File: config.mk
export PLATFORM = sky130hd
export DESIGN_NAME = uart_tx_periph_flat
export DESIGN_NICKNAME = d
export VERILOG_FILES = /design/src/rtl/uart_pkg.sv /design/src/rtl/uart_tx_periph_if.sv /design/src/rtl/uart_tx_periph_fifo.sv /design/src/rtl/uart_tx_periph.sv /design/src/flat_wrapper.sv
export SDC_FILE = /design/constraint.sdc
export NUM_CORES = 1
export LEC_CHECK = 0
export BUFFER_PORTS_ARGS = -buffer_cell sky130_fd_sc_hd__buf_2
export CAP_MARGIN = 20
export CORE_AREA = 2 2 143 145
export CTS_CLUSTER_DIAMETER = 40
export DETAILED_ROUTE_END_ITERATION = 10
export DIE_AREA = 0 0 145 147
export SYNTH_ARGS = -nofsm -noshare
export SYNTH_HDL_FRONTEND = slang
export SYNTH_SLANG_ARGS = --single-unit
export TNS_END_PERCENT = 5
File: constraint.sdc
create_clock -name clk -period 6 [get_ports clk]
set_input_delay 1.5 -clock clk [delete_from_list [all_inputs] [get_ports clk]]
set_output_delay 1.5 -clock clk [all_outputs]
set_load 0.01 [all_outputs]
File: src/rtl/uart_pkg.sv
// rtl/uart_pkg.sv - shared constants and FSM encoding for the UART TX peripheral
// Contents: register window base, register offsets, STATUS/CTRL bit positions,
// transmit FSM state type.
package uart_pkg;

  localparam logic [31:0] UART_BASE = 32'hFFFF0020;

  localparam logic [1:0] OFF_DATA   = 2'd0;
  localparam logic [1:0] OFF_STATUS = 2'd1;
  localparam logic [1:0] OFF_CTRL   = 2'd2;

  localparam int STAT_FULL_BIT  = 0;
  localparam int STAT_EMPTY_BIT = 1;
  localparam int STAT_BUSY_BIT  = 2;
  localparam int STAT_OVF_BIT   = 3;
  localparam int STAT_CNT_LSB   = 4;

  localparam int CTRL_IRQ_EN_BIT = 16;

  typedef enum logic [1:0] {
    IDLE  = 2'd0,
    START = 2'd1,
    DATA  = 2'd2,
    STOP  = 2'd3
  } tx_state_t;

endpackage

File: src/rtl/uart_tx_periph_if.sv
// rtl/uart_tx_periph_if.sv - core MMIO store/load bus shared by the peripherals
// Signals: address (byte address), write_data, write_enable (window-qualified
// store strobe), read_data (combinational read of the addressed register).
// master = core side, slave = peripheral side.
interface uart_tx_periph_if;
  logic [31:0] address;
  logic [31:0] write_data;
  logic        write_enable;
  logic [31:0] read_data;

  modport master (output address, output write_data, output write_enable, input read_data);
  modport slave  (input address, input write_data, input write_enable, output read_data);
endinterface

File: src/rtl/uart_tx_periph_fifo.sv
// rtl/uart_tx_periph_fifo.sv - synchronous FIFO holding queued TX bytes
// Ports: clk, rst (async active-low), push/wdata (ignored when full),
// pop (ignored when empty), rdata (head entry), full, empty, count.
module sync_fifo #(
  parameter int DEPTH = 8,
  parameter int WIDTH = 8
) (
  input  logic                     clk,
  input  logic                     rst,
  input  logic                     push,
  input  logic [WIDTH-1:0]         wdata,
  input  logic                     pop,
  output logic [WIDTH-1:0]         rdata,
  output logic                     full,
  output logic                     empty,
  output logic [$clog2(DEPTH):0]   count
);
  localparam int AW = $clog2(DEPTH);

  logic [WIDTH-1:0] mem [DEPTH];
  logic [AW-1:0]    wr_ptr;
  logic [AW-1:0]    rd_ptr;
  logic             do_push;
  logic             do_pop;

  // full is the pre-edge value, so a push on a full FIFO is dropped even
  // when a pop happens on the same edge
  assign full    = (count == (AW+1)'(DEPTH));
  assign empty   = (count == '0);
  assign do_push = push & ~full;
  assign do_pop  = pop & ~empty;
  assign rdata   = mem[rd_ptr];

  always_ff @(posedge clk or negedge rst) begin
    if (!rst) begin
      wr_ptr <= '0;
      rd_ptr <= '0;
      count  <= '0;
    end else begin
      if (do_push) wr_ptr <= wr_ptr + AW'(1);
      if (do_pop)  rd_ptr <= rd_ptr + AW'(1);
      case ({do_push, do_pop})
        2'b10:   count <= count + (AW+1)'(1);
        2'b01:   count <= count - (AW+1)'(1);
        default: count <= count;
      endcase
    end
  end

  always_ff @(posedge clk) begin
    if (do_push) mem[wr_ptr] <= wdata;
  end

endmodule

File: src/rtl/uart_tx_periph.sv
// rtl/uart_tx_periph.sv - memory-mapped 8N1 UART transmitter with TX FIFO
// Ports: clk, rst (async active-low), bus (MMIO slave: DATA/STATUS/CTRL
// registers at address[3:2]), tx (serial out, idle high), interrupt
// (level: irq_en & FIFO empty & transmitter idle).
module uart_tx_periph
  import uart_pkg::*;
#(
  parameter int FIFO_DEPTH  = 8,
  parameter int DIV_WIDTH   = 16,
  parameter int DEFAULT_DIV = 868
) (
  input  logic             clk,
  input  logic             rst,
  uart_tx_periph_if.slave  bus,
  output logic             tx,
  output logic             interrupt
);
  localparam int CW = $clog2(FIFO_DEPTH) + 1;

  tx_state_t            state, next_state;
  logic [1:0]           offset;
  logic [DIV_WIDTH-1:0] divisor;
  logic                 irq_en;
  logic                 overflow;
  logic [DIV_WIDTH-1:0] bit_div;
  logic [DIV_WIDTH-1:0] bit_timer;
  logic [3:0]           bit_idx;
  logic [7:0]           shift_reg;
  logic                 bit_end;
  logic                 busy;
  logic                 fifo_push, fifo_pop, fifo_full, fifo_empty;
  logic [7:0]           fifo_head;
  logic [CW-1:0]        fifo_count;
  logic [31:0]          count_ext;
  logic [3:0]           count_disp;
  logic                 unused_bits;

  assign offset      = bus.address[3:2];
  assign fifo_push   = bus.write_enable & (offset == OFF_DATA);
  assign bit_end     = (bit_timer == bit_div - DIV_WIDTH'(1));
  assign busy        = (state != IDLE);
  assign interrupt   = irq_en & fifo_empty & ~busy;
  assign count_ext   = 32'(fifo_count);
  assign count_disp  = (count_ext > 32'd15) ? 4'hF : count_ext[3:0];
  assign unused_bits = &{1'b0, bus.address[31:4], bus.address[1:0],
                         bus.write_data[31:17], count_ext[31:4]};

  sync_fifo #(.DEPTH(FIFO_DEPTH), .WIDTH(8)) u_fifo (
    .clk   (clk),
    .rst   (rst),
    .push  (fifo_push),
    .wdata (bus.write_data[7:0]),
    .pop   (fifo_pop),
    .rdata (fifo_head),
    .full  (fifo_full),
    .empty (fifo_empty),
    .count (fifo_count)
  );

  always_ff @(posedge clk or negedge rst) begin
    if (!rst) state <= IDLE;
    else      state <= next_state;
  end

  always_comb begin
    next_state = state;
    fifo_pop   = 1'b0;
    tx         = 1'b1;
    case (state)
      IDLE: begin
        if (!fifo_empty) begin
          fifo_pop   = 1'b1;
          next_state = START;
        end
      end
      START: begin
        tx = 1'b0;
        if (bit_end) next_state = DATA;
      end
      DATA: begin
        tx = shift_reg[0];
        if (bit_end && bit_idx == 4'd7) next_state = STOP;
      end
      STOP: begin
        if (bit_end) next_state = IDLE;
      end
      default: next_state = IDLE;
    endcase
  end

  // Bit timing: the divisor is captured at pop so CTRL writes only affect
  // the following frame; a zero divisor is stretched to one clock per bit.
  always_ff @(posedge clk or negedge rst) begin
    if (!rst) begin
      bit_div   <= DIV_WIDTH'(1);
      bit_timer <= '0;
      bit_idx   <= '0;
      shift_reg <= '0;
    end else if (fifo_pop) begin
      shift_reg <= fifo_head;
      bit_div   <= (divisor == '0) ? DIV_WIDTH'(1) : divisor;
      bit_timer <= '0;
      bit_idx   <= '0;
    end else if (state != IDLE) begin
      if (bit_end) begin
        bit_timer <= '0;
        if (state == DATA) begin
          shift_reg <= shift_reg >> 1;
          bit_idx   <= bit_idx + 4'd1;
        end
      end else begin
        bit_timer <= bit_timer + DIV_WIDTH'(1);
      end
    end
  end

  always_ff @(posedge clk or negedge rst) begin
    if (!rst) begin
      divisor  <= DIV_WIDTH'(DEFAULT_DIV);
      irq_en   <= 1'b0;
      overflow <= 1'b0;
    end else if (bus.write_enable) begin
      case (offset)
        OFF_DATA:   if (fifo_full) overflow <= 1'b1;
        OFF_STATUS: if (bus.write_data[STAT_OVF_BIT]) overflow <= 1'b0;
        OFF_CTRL: begin
          divisor <= bus.write_data[DIV_WIDTH-1:0];
          irq_en  <= bus.write_data[CTRL_IRQ_EN_BIT];
        end
        default: ;
      endcase
    end
  end

  always_comb begin
    bus.read_data = '0;
    case (offset)
      OFF_STATUS: begin
        bus.read_data[STAT_FULL_BIT]  = fifo_full;
        bus.read_data[STAT_EMPTY_BIT] = fifo_empty;
        bus.read_data[STAT_BUSY_BIT]  = busy;
        bus.read_data[STAT_OVF_BIT]   = overflow;
        bus.read_data[STAT_CNT_LSB +: 4] = count_disp;
      end
      OFF_CTRL: begin
        bus.read_data[DIV_WIDTH-1:0]   = divisor;
        bus.read_data[CTRL_IRQ_EN_BIT] = irq_en;
      end
      default: bus.read_data = '0;
    endcase
  end

endmodule
File: src/flat_wrapper.sv
// flat-port wrapper written by rule: the top's interface ports become plain ports
module uart_tx_periph_flat import uart_pkg::*;
#(
  parameter int FIFO_DEPTH  = 8,
  parameter int DIV_WIDTH   = 16,
  parameter int DEFAULT_DIV = 868
)
  (clk, rst, tx, interrupt, bus_address, bus_write_data, bus_write_enable, bus_read_data);
  uart_tx_periph_if bus_i ();
  input  logic clk;
  input  logic rst;
  output logic tx;
  output logic interrupt;
  input wire logic [$bits(bus_i.address)-1:0] bus_address;
  input wire logic [$bits(bus_i.write_data)-1:0] bus_write_data;
  input wire logic [$bits(bus_i.write_enable)-1:0] bus_write_enable;
  output wire logic [$bits(bus_i.read_data)-1:0] bus_read_data;
  assign bus_i.address = bus_address;
  assign bus_i.write_data = bus_write_data;
  assign bus_i.write_enable = bus_write_enable;
  assign bus_read_data = bus_i.read_data;
  uart_tx_periph #(.FIFO_DEPTH(FIFO_DEPTH), .DIV_WIDTH(DIV_WIDTH), .DEFAULT_DIV(DEFAULT_DIV)) u_core (.clk(clk), .rst(rst), .bus(bus_i), .tx(tx), .interrupt(interrupt));
endmodule
---- Word-level counts from Yosys, hierarchy flattened ----
Memory sizes are Yosys's and may differ from the RTL's.
Cells that the tools add are included.
word-level totals
  memories ................................ 1
  register bits ........................... 74
  input port bits ......................... 67
  memory bits (writable) .................. 64
  output and inout bits ................... 34
  word-level logic and storage cells ...... 88
operators by class
  equal/unequal tests ..................... 16
  bitwise logic cells ..................... 8
  muxes and demuxes ....................... 29
  reductions and logical operators ........ 15
  order comparisons ....................... 1
  $add $sub $neg .......................... 7
memory list
  memory             depth  bits a word  read ports  clocked after Yosys merged registers in  write ports  RTL line                   RTL
  u_core.u_fifo.mem  8      8            1           0                                        1            uart_tx_periph_fifo.sv:20  logic [WIDTH-1:0] mem [DEPTH];
operators by type and width
  operator                                               count
  2-to-1 mux 16 bit                                      4
  2-to-1 mux 8 bit                                       4
  2-to-1 mux 4 bit                                       5
  adder 16 x 1 -> 16 bit, second input constant          1
  equality test 16 bit                                   1
  logical NOT 16 bit                                     1
  case mux 8 bit (2 select lines)                        1
  subtractor 16 x 1 -> 16 bit, second input constant     1
  nonzero test 2 bit                                     6
  2-to-1 mux 9 bit                                       1
  adder 4 x 1 -> 4 bit, second input constant            2
  equality test 2 bit, second input constant             4
  2-to-1 mux 2 bit                                       4
  inequality test 2 x 1 -> 1 bit, second input constant  4
  case mux 2 bit (4 select lines)                        1
  case mux 4 bit (2 select lines)                        1
  AND reduction 4 bit                                    2
  adder 3 x 1 -> 3 bit, second input constant            2
  equality test 2 x 1 -> 1 bit, second input constant    3
  2-to-1 mux 1 bit                                       6
  bitwise AND 1 bit                                      5
  equality test 4 x 3 -> 1 bit, second input constant    1
  equality test 4 bit, second input constant             1
  greater-than comparator 4 bit, second input constant   1
  other kinds (9)                                        14

---- Depth between registers and ports, before layout ----
  depth after elaboration ................. 6
  depth in mapped cells ................... 13
  depth with buffers taken out ............ 11

---- Cells and area by module ----
A second synthesis with hierarchy kept.
second synthesis, totals
  cell total of the unflattened synthesis .. 541
  area total of the unflattened synthesis .. 7,055.5 µm²
modules (own cells, without submodules)
  module          area each (µm²)  cells each  sequential area each (µm²)  instances
  uart_tx_periph  3,921.3          381         1,609.0                     1
  sync_fifo       3,134.3          160         2,172.1                     1

---- Worst setup path before layout ----
No wires, ideal clock.
  kind .................................... input to output
  from .................................... input port bus_address[2]
  to ...................................... output port bus_read_data[2]
  buffers on the path ..................... 2
  cell stages on the path ................. 6
  arrival time ............................ 2.437 ns
  slack ................................... 2.063 ns
  data required time ...................... 4.500 ns
  cell sequence ........................... inv_1 > ha_1 > clkbuf_1 > clkbuf_1 > a22oi_1 > nor2b_1
between the ends
  longest elaborated chain between the ends .. 2
  elaborated cells between the ends (all ways) .. 3
  classes of those cells .................. eq/ne: 2; mux: 1
ends and longest elaborated chain
  what                                                                 RTL line               RTL
  start, declared                                                      flat_wrapper.sv:14     input wire logic [$bits(bus_i.address)-1:0] bus_address;
  equality test 2 bit or equality test 2 x 1 -> 1 bit (tied branches)  uart_tx_periph.sv:137  case (offset)
  case mux 8 bit (2 select lines) *                                    uart_tx_periph.sv:137
  end, declared                                                        flat_wrapper.sv:17     output wire logic [$bits(bus_i.read_data)-1:0] bus_read_data;
Every way passes the cells marked *; elsewhere a longest branch is shown, timed or not.

---- Worst setup path after layout ----
  from .................................... input port bus_address[2]
  to ...................................... output port bus_read_data[3]
Same word-level chain as after synthesis.

==> results.sh <==
export IMPL_cts_buffers=17
export IMPL_start_util_pct=34.4
export IMPL_fin_crit_ns=4.17
export IMPL_synth_top_area_share_pct=28.1
export IMPL_fmax_ghz=0.240
export IMPL_worstHoldPathType="reg -> reg"
export IMPL_grt_pass1_vias=4521
export IMPL_grt_ovfl_total=0
export IMPL_syn_to_final_growth_pct=14.9
export IMPL_cts_tree="built"
export IMPL_die_area_sq_um=21300
export IMPL_slew_headroom_pct=33.0
export IMPL_status="complete, no violations"
export IMPL_wl_per_cell_um=16.2
export IMPL_max_cap_violations=0
export IMPL_die_w_um=145
export IMPL_synth_edf_count=64
export IMPL_cts_sinks=138
export IMPL_cp_slowest_stage_delay_ns=0.51
export IMPL_path_clk_slew_ns=0.07
export IMPL_top_register="u_core.u_fifo.mem"
export IMPL_core_sq_um=19800
export IMPL_powerDensity_nw_per_um2=466
export IMPL_ir_drop_v=0.000241
export IMPL_post_cts_resized=0
export IMPL_post_place_cells=854
export IMPL_cp_cell_sequence="buf_2 -> inv_1 -> ha_1 -> a22oi_1 -> nor2b_1 -> buf_2"
export IMPL_fp_row_count=52
export IMPL_worst_ep_required_time_ns=4.50
export IMPL_drive_gt1_share_pct=21.6
export IMPL_worstMarginPinSlew_ns=0.996
export IMPL_n_antenna_cell=0
export IMPL_postPlaceCellArea_sq_um=7240
export IMPL_critical_path_most_common_cell="buf_2"
export IMPL_wirelength_mm=14.3
export IMPL_seq_area_frac_synth_pct=55.3
export IMPL_netlist_area_sq_um=6830
export IMPL_arrival_ns=2.67
export IMPL_synthTopCellsByArea="edfxtp_1 (28%), dfrtp_1 (25%), mux4_2 (5.3%)"
export IMPL_p_comb_share_pct=31.6
export IMPL_remaining_drc_errors=0
export IMPL_clockRootBuffer="clkbuf_16"
export IMPL_synthTopCellsByCount="nand2_1 (71), dfrtp_1 (68), edfxtp_1 (64)"
export IMPL_critical_path_max_fanout=18
export IMPL_crit_slowest_cell="ha_1"
export IMPL_hold_viol_final=0
export IMPL_finalSetupTns_ns=0
export IMPL_cts_max_level=4
export IMPL_p_int_mw=2.29
export IMPL_final_core_util_pct=39.6
export IMPL_p_sw_share_pct=37.3
export IMPL_io_buffers=40
export IMPL_critPathKind="in -> out"
export IMPL_p_leak_nw=3.22
export IMPL_fin_total_pwr_mw=3.66
export IMPL_worstSetupStartpointType="input pin"
export IMPL_ctsHoldBuffers=0
export IMPL_antenna_found_initial=0
export IMPL_worstHoldPathCells=2
export IMPL_fin_area_sq_um=7860
export IMPL_via_per_inst=5.03
export IMPL_final_nets=686
export IMPL_pwr_share_seq_pct=39.4
export IMPL_post_cts_setup_buffers=0
export IMPL_fin_skew_ns=0.0112
export IMPL_drt_antenna_violating_nets=0
export IMPL_fillers=1872
export IMPL_drtIter0Drc=275
export IMPL_synth_area_per_cell_sq_um=12.0
export IMPL_stdcell_count=886
export IMPL_gp_congestion=0.794
export IMPL_maxSlewViolCount=0
export IMPL_synth_seq_cells=138
export IMPL_die_y_um=147
export IMPL_largest_reg_flops=64
export IMPL_async_flop_share_pct=53.6
export IMPL_synth_most_common_cell="nand2_1"
export IMPL_syn_inst=569
export IMPL_setup_viol_count_final=0
export IMPL_clk_latency_ns=0.43
export IMPL_clockPowerShare_pct=29.0
export IMPL_cp_end_kind="output pin"
export IMPL_grt_pass1_wl_mm=23.9
export IMPL_ys_warnings_count=0
export IMPL_r2r_cells=11
export IMPL_p_sw_mw=1.36
export IMPL_io_pins=101
export IMPL_cts_buffer_depth=2
export IMPL_grt_max_degree=75
export IMPL_dpl_hpwl_mm=10.0
export IMPL_synth_cell_types=64
export IMPL_vias=4460
export IMPL_rsz0062_at_grt="no"
export IMPL_yosys_area_top_type="edfxtp_1"
export IMPL_firstDrtPassIters=4
export IMPL_grt_usage_pct=14.3
export IMPL_synth_flop_cell="dfrtp_1"
export IMPL_min_period_over_period_pct=69.4
routing by layer:
metal	part of all wire [%]	track usage [%]
met5	0	0
met4	1.2	5.59
met3	3.2	3.11
met2	50	23.9
met1	46	18.2
metrics by stage:
stage | hold slack, ns | setup WS (ns)
after CTS | 0.513 | 1.81
after floorplan | 0.465 | 2.06
after global routing | 0.534 | 1.66
after detailed placement | 0.497 | 1.82
final | 0.509 | 1.83
after global placement | 0.487 | 1.85
path summary, 6_finish.rpt:
kind                       slack [ns]                   start                endpoint
hold reg to reg                  0.51      u_core.bit_div[15]      u_core.bit_div[15]
setup reg to reg                 2.09  u_core.u_fifo.count[0]  u_core.u_fifo.count[3]
min in group asynchronous        1.20                     rst    u_core.bit_timer[10]
max in group asynchronous        4.18                     rst       u_core.bit_idx[1]
hold / removal                   0.51      u_core.bit_div[15]      u_core.bit_div[15]
setup / recovery                 1.83          bus_address[2]        bus_read_data[3]
layout by cell type (no fill, tap or decap), types with 16 or more instances in the layout:
master | netlist | routed
inv_1 | 16 | 16
clkbuf_16 | 0 | 17
mux2_2 | 20 | 20
nor2_1 | 20 | 20
dfrtp_1 | 68 | 68
nand2_1 | 71 | 71
buf_2 | 3 | 40
nor2b_1 | 18 | 18
a21oi_1 | 24 | 24
edfxtp_1 | 64 | 64
mux4_2 | 16 | 16
final cells by class:
type	count	area, sq um	area share [%]
multi-input cells	385	2800	35.6
clock inverters	15	189	2.41
inverters	16	60.1	0.765
flip-flops and latches	138	3780	48.1
well taps	270	338	4.30
clock buffers	17	425	5.42
repair buffers	45	265	3.38
power groups by stage:
| stage | clock network (mW) | logic [mW] | registers, mW |
|---|---|---|---|
| floorplan | 0 | 0.990 | 1.32 |
| global placement | 0 | 1.06 | 1.46 |
| detailed placement | 0 | 1.16 | 1.46 |
| CTS | 1.08 | 1.17 | 1.44 |
| global route | 1.12 | 1.31 | 1.48 |
| finish | 1.06 | 1.16 | 1.44 |
cells by family after synthesis:
| logic type | count (synthesis) | share of synthesized area [%] |
|---|---|---|
| buf+inv | 60 | 4.61 |
| simple gates | 196 | 14.9 |
| fa+ha+maj | 16 | 3.04 |
| mux | 44 | 9.74 |
| xor+xnor | 24 | 3.08 |
| flops | 138 | 55.3 |
| other cells | 1 | 0.0549 |
| compound gates | 90 | 9.26 |
worst max-delay path, delay by kind of cell:
family | cells | cell delay, ns
fa+ha+maj | 1 | 0.51
simple gates | 1 | 0.16
buf+inv | 3 | 0.33
compound gates | 1 | 0.17
No activity file was read; power rests on OpenSTA's default activity.
